===== src/rtl/serial_adder_ctrl_if.sv =====
// Requester <-> bit-serial adder bus: operands and start in, busy/done/result out.
// Latency: n/a (signal bundle only).
// Backpressure: none; start is only honoured while the adder is idle (busy=0, done=0).
// Signals: start, a, b, carry_in (requester -> adder); busy, done, sum, carry_out (adder -> requester).
interface serial_adder_ctrl_if #(
  parameter int NUM_BITS = 8
);
  logic                start;
  logic [NUM_BITS-1:0] a;
  logic [NUM_BITS-1:0] b;
  logic                carry_in;
  logic                busy;
  logic                done;
  logic [NUM_BITS-1:0] sum;
  logic                carry_out;

  modport master (
    output start, a, b, carry_in,
    input  busy, done, sum, carry_out
  );

  modport slave (
    input  start, a, b, carry_in,
    output busy, done, sum, carry_out
  );
endinterface


===== src/rtl/serial_adder_ctrl.sv =====
// One-bit full-adder cell shared by the serial sequencer below.
// Latency: combinational.
// Backpressure: none.
// Ports: i_a, i_b, i_cin in; o_sum, o_cout out.
module adder_1bit (
  input  logic i_a,
  input  logic i_b,
  input  logic i_cin,
  output logic o_sum,
  output logic o_cout
);
  assign o_sum  = i_a ^ i_b ^ i_cin;
  assign o_cout = (i_a & i_b) | (i_cin & (i_a ^ i_b));
endmodule

// Bit-serial NUM_BITS adder: one adder_1bit cell, LSB first, internal carry register.
// Latency: start accepted at edge k -> sum/carry_out load and done pulses at edge k+NUM_BITS.
// Backpressure: start ignored while busy or done; no queueing, requester must wait for done.
// Ports: clk, rst (async, active-high); bus = serial_adder_ctrl_if slave
//   (start/a/b/carry_in in, busy/done/sum/carry_out out).
module serial_adder_ctrl #(
  parameter int NUM_BITS = 8
) (
  input  logic                 clk,
  input  logic                 rst,
  serial_adder_ctrl_if.slave   bus
);
  localparam int CNT_W = $clog2(NUM_BITS) + 1;
  localparam int SUM_W = NUM_BITS + 1;
  localparam logic [CNT_W-1:0] LAST_CNT = CNT_W'(NUM_BITS - 1);

  typedef enum logic [1:0] {
    S_IDLE = 2'd0,
    S_ADD  = 2'd1,
    S_DONE = 2'd2
  } state_t;

  state_t              r_state;
  logic [NUM_BITS-1:0] r_a_sr;
  logic [NUM_BITS-1:0] r_b_sr;
  logic [NUM_BITS-1:0] r_part;
  logic                r_carry;
  logic [CNT_W-1:0]    r_cnt;
  logic [NUM_BITS-1:0] r_sum;
  logic                r_cout;
  logic                r_busy;
  logic                r_done;

  logic                w_cell_sum;
  logic                w_cell_cout;
  logic [NUM_BITS-1:0] w_msb;
  logic [NUM_BITS-1:0] w_part_next;

  adder_1bit u_cell (
    .i_a    (r_a_sr[0]),
    .i_b    (r_b_sr[0]),
    .i_cin  (r_carry),
    .o_sum  (w_cell_sum),
    .o_cout (w_cell_cout)
  );

  // New sum bit enters at the MSB; after NUM_BITS shifts bit 0 has reached the LSB.
  // Built with a masked OR so the NUM_BITS=1 case needs no zero-width slice.
  always_comb begin
    w_msb               = '0;
    w_msb[NUM_BITS-1]   = w_cell_sum;
    w_part_next         = (r_part >> 1) | w_msb;
  end

  always_ff @(posedge clk or posedge rst) begin
    if (rst) begin
      r_state <= S_IDLE;
      r_a_sr  <= '0;
      r_b_sr  <= '0;
      r_part  <= '0;
      r_carry <= 1'b0;
      r_cnt   <= '0;
      r_sum   <= '0;
      r_cout  <= 1'b0;
      r_busy  <= 1'b0;
      r_done  <= 1'b0;
    end else begin
      case (r_state)
        S_IDLE: begin
          r_done <= 1'b0;
          if (bus.start) begin
            r_a_sr  <= bus.a;
            r_b_sr  <= bus.b;
            r_carry <= bus.carry_in;
            r_part  <= '0;
            r_cnt   <= '0;
            r_busy  <= 1'b1;
            r_state <= S_ADD;
          end
        end
        S_ADD: begin
          r_a_sr  <= r_a_sr >> 1;
          r_b_sr  <= r_b_sr >> 1;
          r_part  <= w_part_next;
          r_carry <= w_cell_cout;
          if (r_cnt == LAST_CNT) begin
            // Result registers change only here, so they stay stable through ADD.
            r_sum   <= w_part_next;
            r_cout  <= w_cell_cout;
            r_busy  <= 1'b0;
            r_done  <= 1'b1;
            r_state <= S_DONE;
          end else begin
            r_cnt <= r_cnt + 1'b1;
          end
        end
        S_DONE: begin
          r_done  <= 1'b0;
          r_state <= S_IDLE;
        end
        default: begin
          r_busy  <= 1'b0;
          r_done  <= 1'b0;
          r_state <= S_IDLE;
        end
      endcase
    end
  end

  assign bus.busy      = r_busy;
  assign bus.done      = r_done;
  assign bus.sum       = r_sum;
  assign bus.carry_out = r_cout;

  // Golden reference captured alongside the operands; it feeds only the
  // result check below and has no functional fan-out.
  logic [SUM_W-1:0] r_gold;

  always_ff @(posedge clk or posedge rst) begin
    if (rst) begin
      r_gold <= '0;
    end else if (r_state == S_IDLE && bus.start) begin
      r_gold <= SUM_W'(bus.a) + SUM_W'(bus.b) + SUM_W'(bus.carry_in);
    end
  end

  always @(posedge clk) begin
    if (!rst && r_state == S_IDLE && bus.start) begin
      assert (!$isunknown({bus.a, bus.b, bus.carry_in}))
        else $error("serial_adder_ctrl: X/Z operand at accepted start");
    end
    if (!rst && r_done) begin
      assert ({r_cout, r_sum} == r_gold)
        else $error("serial_adder_ctrl: result %0h differs from golden %0h", {r_cout, r_sum}, r_gold);
    end
  end
endmodule

===== src/flat_wrapper.sv =====
// flat-port wrapper written by rule: the top's interface ports become plain ports
module serial_adder_ctrl_flat 
#(
  parameter int NUM_BITS = 8
)
  (clk, rst, bus_start, bus_a, bus_b, bus_carry_in, bus_busy, bus_done, bus_sum, bus_carry_out);
  serial_adder_ctrl_if #(.NUM_BITS(NUM_BITS)) bus_i ();
  input  logic clk;
  input  logic rst;
  input wire logic [$bits(bus_i.start)-1:0] bus_start;
  input wire logic [$bits(bus_i.a)-1:0] bus_a;
  input wire logic [$bits(bus_i.b)-1:0] bus_b;
  input wire logic [$bits(bus_i.carry_in)-1:0] bus_carry_in;
  output wire logic [$bits(bus_i.busy)-1:0] bus_busy;
  output wire logic [$bits(bus_i.done)-1:0] bus_done;
  output wire logic [$bits(bus_i.sum)-1:0] bus_sum;
  output wire logic [$bits(bus_i.carry_out)-1:0] bus_carry_out;
  assign bus_i.start = bus_start;
  assign bus_i.a = bus_a;
  assign bus_i.b = bus_b;
  assign bus_i.carry_in = bus_carry_in;
  assign bus_busy = bus_i.busy;
  assign bus_done = bus_i.done;
  assign bus_sum = bus_i.sum;
  assign bus_carry_out = bus_i.carry_out;
  serial_adder_ctrl #(.NUM_BITS(NUM_BITS)) u_core (.clk(clk), .rst(rst), .bus(bus_i));
endmodule

===== config.mk =====
export PLATFORM = sky130hd
export DESIGN_NAME = serial_adder_ctrl_flat
export DESIGN_NICKNAME = d
export VERILOG_FILES = /design/src/rtl/serial_adder_ctrl_if.sv /design/src/rtl/serial_adder_ctrl.sv /design/src/flat_wrapper.sv
export SDC_FILE = /design/constraint.sdc
export NUM_CORES = 1
export LEC_CHECK = 0
export BUFFER_PORTS_ARGS = -buffer_cell sky130_fd_sc_hd__buf_2
export CAP_MARGIN = 20
export CORE_ASPECT_RATIO = 0.9
export CORE_MARGIN = 5
export CORE_UTILIZATION = 30
export DETAILED_ROUTE_END_ITERATION = 8
export GPL_TIMING_DRIVEN = 0
export HOLD_SLACK_MARGIN = 0.1
export SLEW_MARGIN = 25
export SYNTH_ARGS = -nofsm -noshare
export SYNTH_HDL_FRONTEND = slang
export SYNTH_SLANG_ARGS = --single-unit

===== constraint.sdc =====
create_clock -name clk -period 1.8 [get_ports clk]
set_clock_uncertainty 0.05 [all_clocks]
set_input_delay 0.09 -clock clk [delete_from_list [all_inputs] [get_ports clk]]
set_output_delay 0.09 -clock clk [all_outputs]
set_load 0.1 [all_outputs]

; ---- Word level (Yosys, flattened, before mapping)
; Index checks and enable logic that the tools add are counted.
[word_totals]
ff_bits = 42
inputBits = 20
out_inout_bits = 11
word_cells = 50
[classes]
addsub = 1
eq_ne = 6
mux = 19
bitwise = 7
n_reduce_logical = 7
[op_table]
columns = cell, n
row1 = 8-bit case mux with 2 select lines, 3
row2 = 8-bit 2-to-1 mux, 3
row3 = 4-bit 2-to-1 mux, 2
row4 = 7-bit by 8-bit bitwise OR with 8-bit output, 1
row5 = 4-bit case mux with 2 select lines, 1
row6 = 2-bit AND reduction, 3
row7 = 3-bit AND reduction, 2
row8 = 1-bit 2-to-1 mux, 5
row9 = 4-bit by 1-bit adder with 4-bit output (second input constant), 1
row10 = 4-bit by 3-bit equality test with 1-bit output (second input constant), 1
row11 = 2-bit 2-to-1 mux, 2
row12 = 2-bit inequality test (second input constant), 2
row13 = 2-bit case mux with 2 select lines, 1
row14 = 1-bit case mux with 3 select lines, 1
row15 = 1-bit bitwise AND, 2
row16 = 2-bit by 1-bit equality test with 1-bit output (second input constant), 1
row17 = 2-bit equality test (second input constant), 1
row18 = 2-bit zero test, 1
row19 = 2-bit by 1-bit inequality test with 1-bit output (second input constant), 1
row20 = 1-bit case mux with 2 select lines, 1
row21 = 2-bit nonzero test, 1
row22 = 1-bit XOR, 2
row23 = 1-bit NOT, 1
row24 = 1-bit bitwise OR, 1

; ---- Depth between registers and ports, before layout
[depth]
word_depth = 4
depth_mapped = 6
mapped_depth_nobuf = 4

; ---- Cells and area by module
; From an unflattened synthesis, not the netlist that was laid out.
[unflattened]
hier_cells = 169
area_unflattened_um2 = 1916.8
[modules_own_cells]
columns = mod, n_inst, cells_per_inst, area_per_inst_um2
row1 = serial_adder_ctrl, 1, 168, 1896.8
row2 = adder_1bit, 1, 1, 20.0

; ---- Worst setup path after synthesis
; No wires, ideal clock.
[synth_path]
path_kind = flip-flop to flip-flop
start = register u_core.r_cnt[0]
end = register u_core.r_cout, in the netlist u_core.bus.carry_out
t_arrival_ns = 1.489
t_required_ns = 1.624
setup_slack_ns = 0.135
stages_incl_launch_ff = 7
n_path_buf = 2
synth_period_minus_slack_ns = 1.665
cell_sequence = dfrtp_1 > ha_1 > and3b_1 > buf_6 > and2_4 > buf_12 > mux2_4
[synth_between]
elab_chain_len = 2
[synth_rtl]
columns = element, line_no
row1 = start: declaration, serial_adder_ctrl.sv:43  ; logic [CNT_W-1:0] r_cnt;
row2 = start signal: assignment, serial_adder_ctrl.sv:109  ; r_cnt <= r_cnt + 1'b1;
row3 = 4-bit by 3-bit equality test with 1-bit output, serial_adder_ctrl.sv:101  ; if (r_cnt == LAST_CNT) begin
row4 = 2-bit AND reduction (no line), n/a
row5 = end signal: assignment, serial_adder_ctrl.sv:104  ; r_cout <= w_cell_cout;
row6 = end: declaration, serial_adder_ctrl.sv:45  ; logic r_cout;
; Every way passes these cells.
; A chain may end at the register's enable or synchronous reset.

; ---- Worst setup path in the final report
[layout_path]
start = register u_core.r_cnt[0]
end = register u_core.r_sum[6], in the netlist u_core.bus.sum[6]
[layout_between]
elab_chain_len = 2
[layout_rtl]
columns = element, line_no
row1 = 4-bit by 3-bit equality test with 1-bit output, serial_adder_ctrl.sv:101
row2 = 2-bit AND reduction (no line), n/a
row3 = end signal: assignment, serial_adder_ctrl.sv:103  ; r_sum <= w_part_next;
row4 = end: declaration, serial_adder_ctrl.sv:44  ; logic [NUM_BITS-1:0] r_sum;
; Every way passes these cells.

==> impl_metrics.py <==
metrics = {
    "outcome": {
        "status": "completed",
    },
    "placed_design": {
        "global_placer_s_final_weighted_congestion": 0.7858,
        "detailed_place_hpwl_um": 2899,
        "port-buffer-count": 30,
        "pre_cts_ws_ns": 0.04539,
    },
    "timing": {
        "max_slew.worst_pin.slew_ns": 0.5478,
        "rsz0062_at_grt": "false",
        "timing_hold_violations_final": 0,
        "max_freq_ghz": 0.5827,
        "final.setup.worst_slack_ns": 0.08374,
        "timing.hold.ws_ns": 0.1538,
        "final_worst_path_cycle_share_pct": 95.35,
        "setup-tns-final_ns": 0,
        "slew_headroom_pct": 63.42,
        "setup_violations": 0,
        "report.final.slew_viol_count": 0,
        "period_minus_slack_ns": 1.716,
    },
    "clock_tree": {
        "cts-root-to-sink-buffers": 2,
        "root_buffer": "sky130_fd_sc_hd__clkbuf_8",
        "clock_latency_ns": 0.29,
        "tritoncts_clock_tree": "done",
        "htreeDepth": 2,
        "worst_setup_hold_path_clk_slew_ns": 0.08,
        "cts_inserted_buffers": 5,
        "cts_sinks": 41,
    },
    "worst_setup_path": {
        "critical_path.cell_chain": "ha_2 > and3b_1 > buf_6 > and2_4 > buf_12 > mux2_4",
        "setup.reg_to_reg.worst_slack_ns": 0.08,
        "critical_path_data_required_time_ns": 1.93,
        "critical_path.slowest_cell": "sky130_fd_sc_hd__dfrtp_1",
        "worstSetupPathDepth": 6,
        "worst-setup-path-type": "reg -> reg",
        "cpPeakStageDelay_ns": 0.43,
        "setup.worst_path.end": "u_core.bus.sum[6]$_DFFE_PP0P_",
        "worstPathBufferInverterCount": 2,
        "critical_path.startpoint": "u_core.r_cnt[0]$_DFFE_PP0P_",
        "reg2reg_to": "u_core.bus.sum[6]$_DFFE_PP0P_",
        "critical_path.top_delay_family": "flip-flops",
        "worstReg2RegStart": "u_core.r_cnt[0]$_DFFE_PP0P_",
        "worstSetupStartpointType": "flop",
        "timing.critical_path.to_type": "flop",
        "worstPathArrival_ns": 1.84,
        "critPathMaxFanout": 10,
        "worst-r2r-cell-count": 6,
    },
    "floorplan": {
        "rows": 27,
        "num_io_pins": 31,
        "floorplan.initialDensity_pct": 30.64,
        "y_dimension_of_the_die_um": 84.76,
        "chipWidth_um": 93.07,
        "floorplan.die_area_um2": 7888,
        "placeableCoreArea_um2": 6081,
    },
    "logic_synthesis": {
        "syn_avg_cell_area_um2": 11.50,
        "synthesis.yosys.warnings": 0,
        "syn_nets": 184,
        "synth.yosys.seq_area_share_pct": 55.07,
        "synth.ff_latch_count": 41,
        "share_of_synthesized_registers_carrying_an_async_set_or_reset_pct": 100.0,
        "yosys.cell_types.count": 33,
        "netlist_instances": 162,
        "postSynth.topFlopCell": "sky130_fd_sc_hd__dfrtp_1",
        "mappedNetlistArea_um2": 1863,
        "synth_enable_flop_cells": 0,
    },
    "routing": {
        "ant_nets": 0,
        "wl_um": 4117,
        "avgRoutedWirePerCell_um": 14.15,
        "vias": 1436,
        "vias_per_cell": 4.935,
        "drt-initial-drc-count": 41,
        "drt_pass1_iterations": 4,
        "drc_errors": 0,
    },
    "finish": {
        "layout-drive-gt1-share_pct": 25.11,
        "areaGrowthSynthToFinish_pct": 28.68,
        "layout_commonest_cell": "sky130_fd_sc_hd__dfrtp_1",
        "design.final.nets": 240,
        "insertedDiodeCount": 0,
        "final_cell_mix": "41 x sky130_fd_sc_hd__dfrtp_1, 33 x sky130_fd_sc_hd__buf_2, 18 x sky130_fd_sc_hd__dlygate4sd3_1",
    },
    "grt": {
        "grt_pass1_wl_um": 6831,
        "grt_start_max_net_pins": 25,
        "grt_overflow_total": 0,
        "first_global_vias": 1400,
        "antenna_violations_before_repair": 0,
        "grt_use_total_pct": 10.81,
    },
    "power": {
        "powerDensity_nw_per_um2": 1728,
        "leakage_nw": 1.101,
        "peakVddDrop_mv": 0.4949,
    },
    "flow_run": {
        "drv_cap": 0,
    },
    "hold_path": {
        "hp_class": "in -> reg",
    },
}
-- final cells by class --
type                            count  area [µm²]
Inverter                            4       15.01
Fill cell                         615        3684
Clock buffer                        7       76.32
Clock inverter                      1       7.507
Multi-Input combinational cell    105       752.0
Timing Repair Buffer               49       357.8
Sequential cell                    41        1026
Buffer                             12       72.57
Tap cell                           72       90.09
-- through the flow --
step                power (W)  cell area [µm²]  util [%]  cells
finish               0.004141             2397     39.42    291
global route         0.004386             2397     39.42    291
CTS                  0.004188             2395     39.38    291
detailed placement   0.003562             2131     35.04    265
global placement     0.003510             2103     34.59    264
floorplan            0.003144             1863         -    162
-- sequential cells by signal, summed over array words and instances, names as in the netlist --
register,cells
u_core.bus.busy,1
u_core.bus.carry_out,1
u_core.bus.done,1
u_core.bus.sum,8
u_core.r_a_sr,8
u_core.r_b_sr,8
u_core.r_carry,1
u_core.r_cnt,4
u_core.r_part,7
u_core.r_state,2
-- metal layers --
layer | vias up | track usage (%) | part of all wire [%] | routed length, µm
met1 | 707 | 15.25 | 49 | 1998
li1 | 691 | - | - | -
met4 | 0 | 2.796 | 0.29 | 12
met5 | - | 0 | 0 | 0
met3 | 2 | 2.957 | 4.9 | 202
met2 | 36 | 16.35 | 46 | 1903
-- how the worst min path moves through the flow --
stage	start	end	slack, ns	cells past startpoint
global route	bus_start	u_core.r_b_sr[7]$_DFFE_PP0P_	0.18	4
global placement	bus_a[7]	u_core.r_a_sr[7]$_DFFE_PP0P_	0.31	2
floorplan	bus_a[7]	u_core.r_a_sr[7]$_DFFE_PP0P_	0.21	1
finish	bus_start	u_core.r_b_sr[7]$_DFFE_PP0P_	0.15	4
detailed placement	rst	u_core.bus.sum[0]$_DFFE_PP0P_	0.13	2
CTS	bus_start	u_core.r_b_sr[7]$_DFFE_PP0P_	0.16	4
-- worst reg2reg max path: stages, from the launching register on --
cell,delay (ns)
sky130_fd_sc_hd__dfrtp_1,0.43
sky130_fd_sc_hd__ha_2,0.23
sky130_fd_sc_hd__and3b_1,0.17
sky130_fd_sc_hd__buf_6,0.13
sky130_fd_sc_hd__and2_4,0.16
sky130_fd_sc_hd__buf_12,0.14
sky130_fd_sc_hd__mux2_4,0.29
-- kinds of logic after synthesis --
group | after synthesis | synth area share (%)
compound gates | 58 | 20.15
mux | 10 | 7.791
fa+ha+maj | 2 | 1.746
buf+inv | 16 | 4.701
simple gates | 35 | 10.54
flops | 41 | 55.07
-- Yosys cell counts, drive strengths merged, types with 2 or more instances --
cell type	n	area, µm²
dfrtp	41	1026
o21ai	19	95.09
a22oi	14	105.1
nand2	11	41.29
nor2b	11	76.32
a21oi	9	45.04
mux2	9	135.1
a22o	7	61.31
clkbuf	7	26.28
and2	6	40.04
buf	5	46.29
inv	4	15.01
a31oi	3	18.77
nor2	2	7.510
-- what timing repair did --
action / CTS / global route
setup endpoints to repair: 0 / 6
setup buffers: 0 / 0
resized for setup: 0 / 1
endpoints found under the hold margin: 40 / 0
hold buffers: 18 / 0
-- power by group --
group / total [W] / internal [W] / switching [W]
logic: 0.00202 / 0.000680 / 0.00134
clock network: 0.000593 / 0.000275 / 0.000319
registers: 0.00153 / 0.00127 / 0.000259
total: 0.00414 / 0.00223 / 0.00191
No activity file was read; power rests on OpenSTA's default activity.
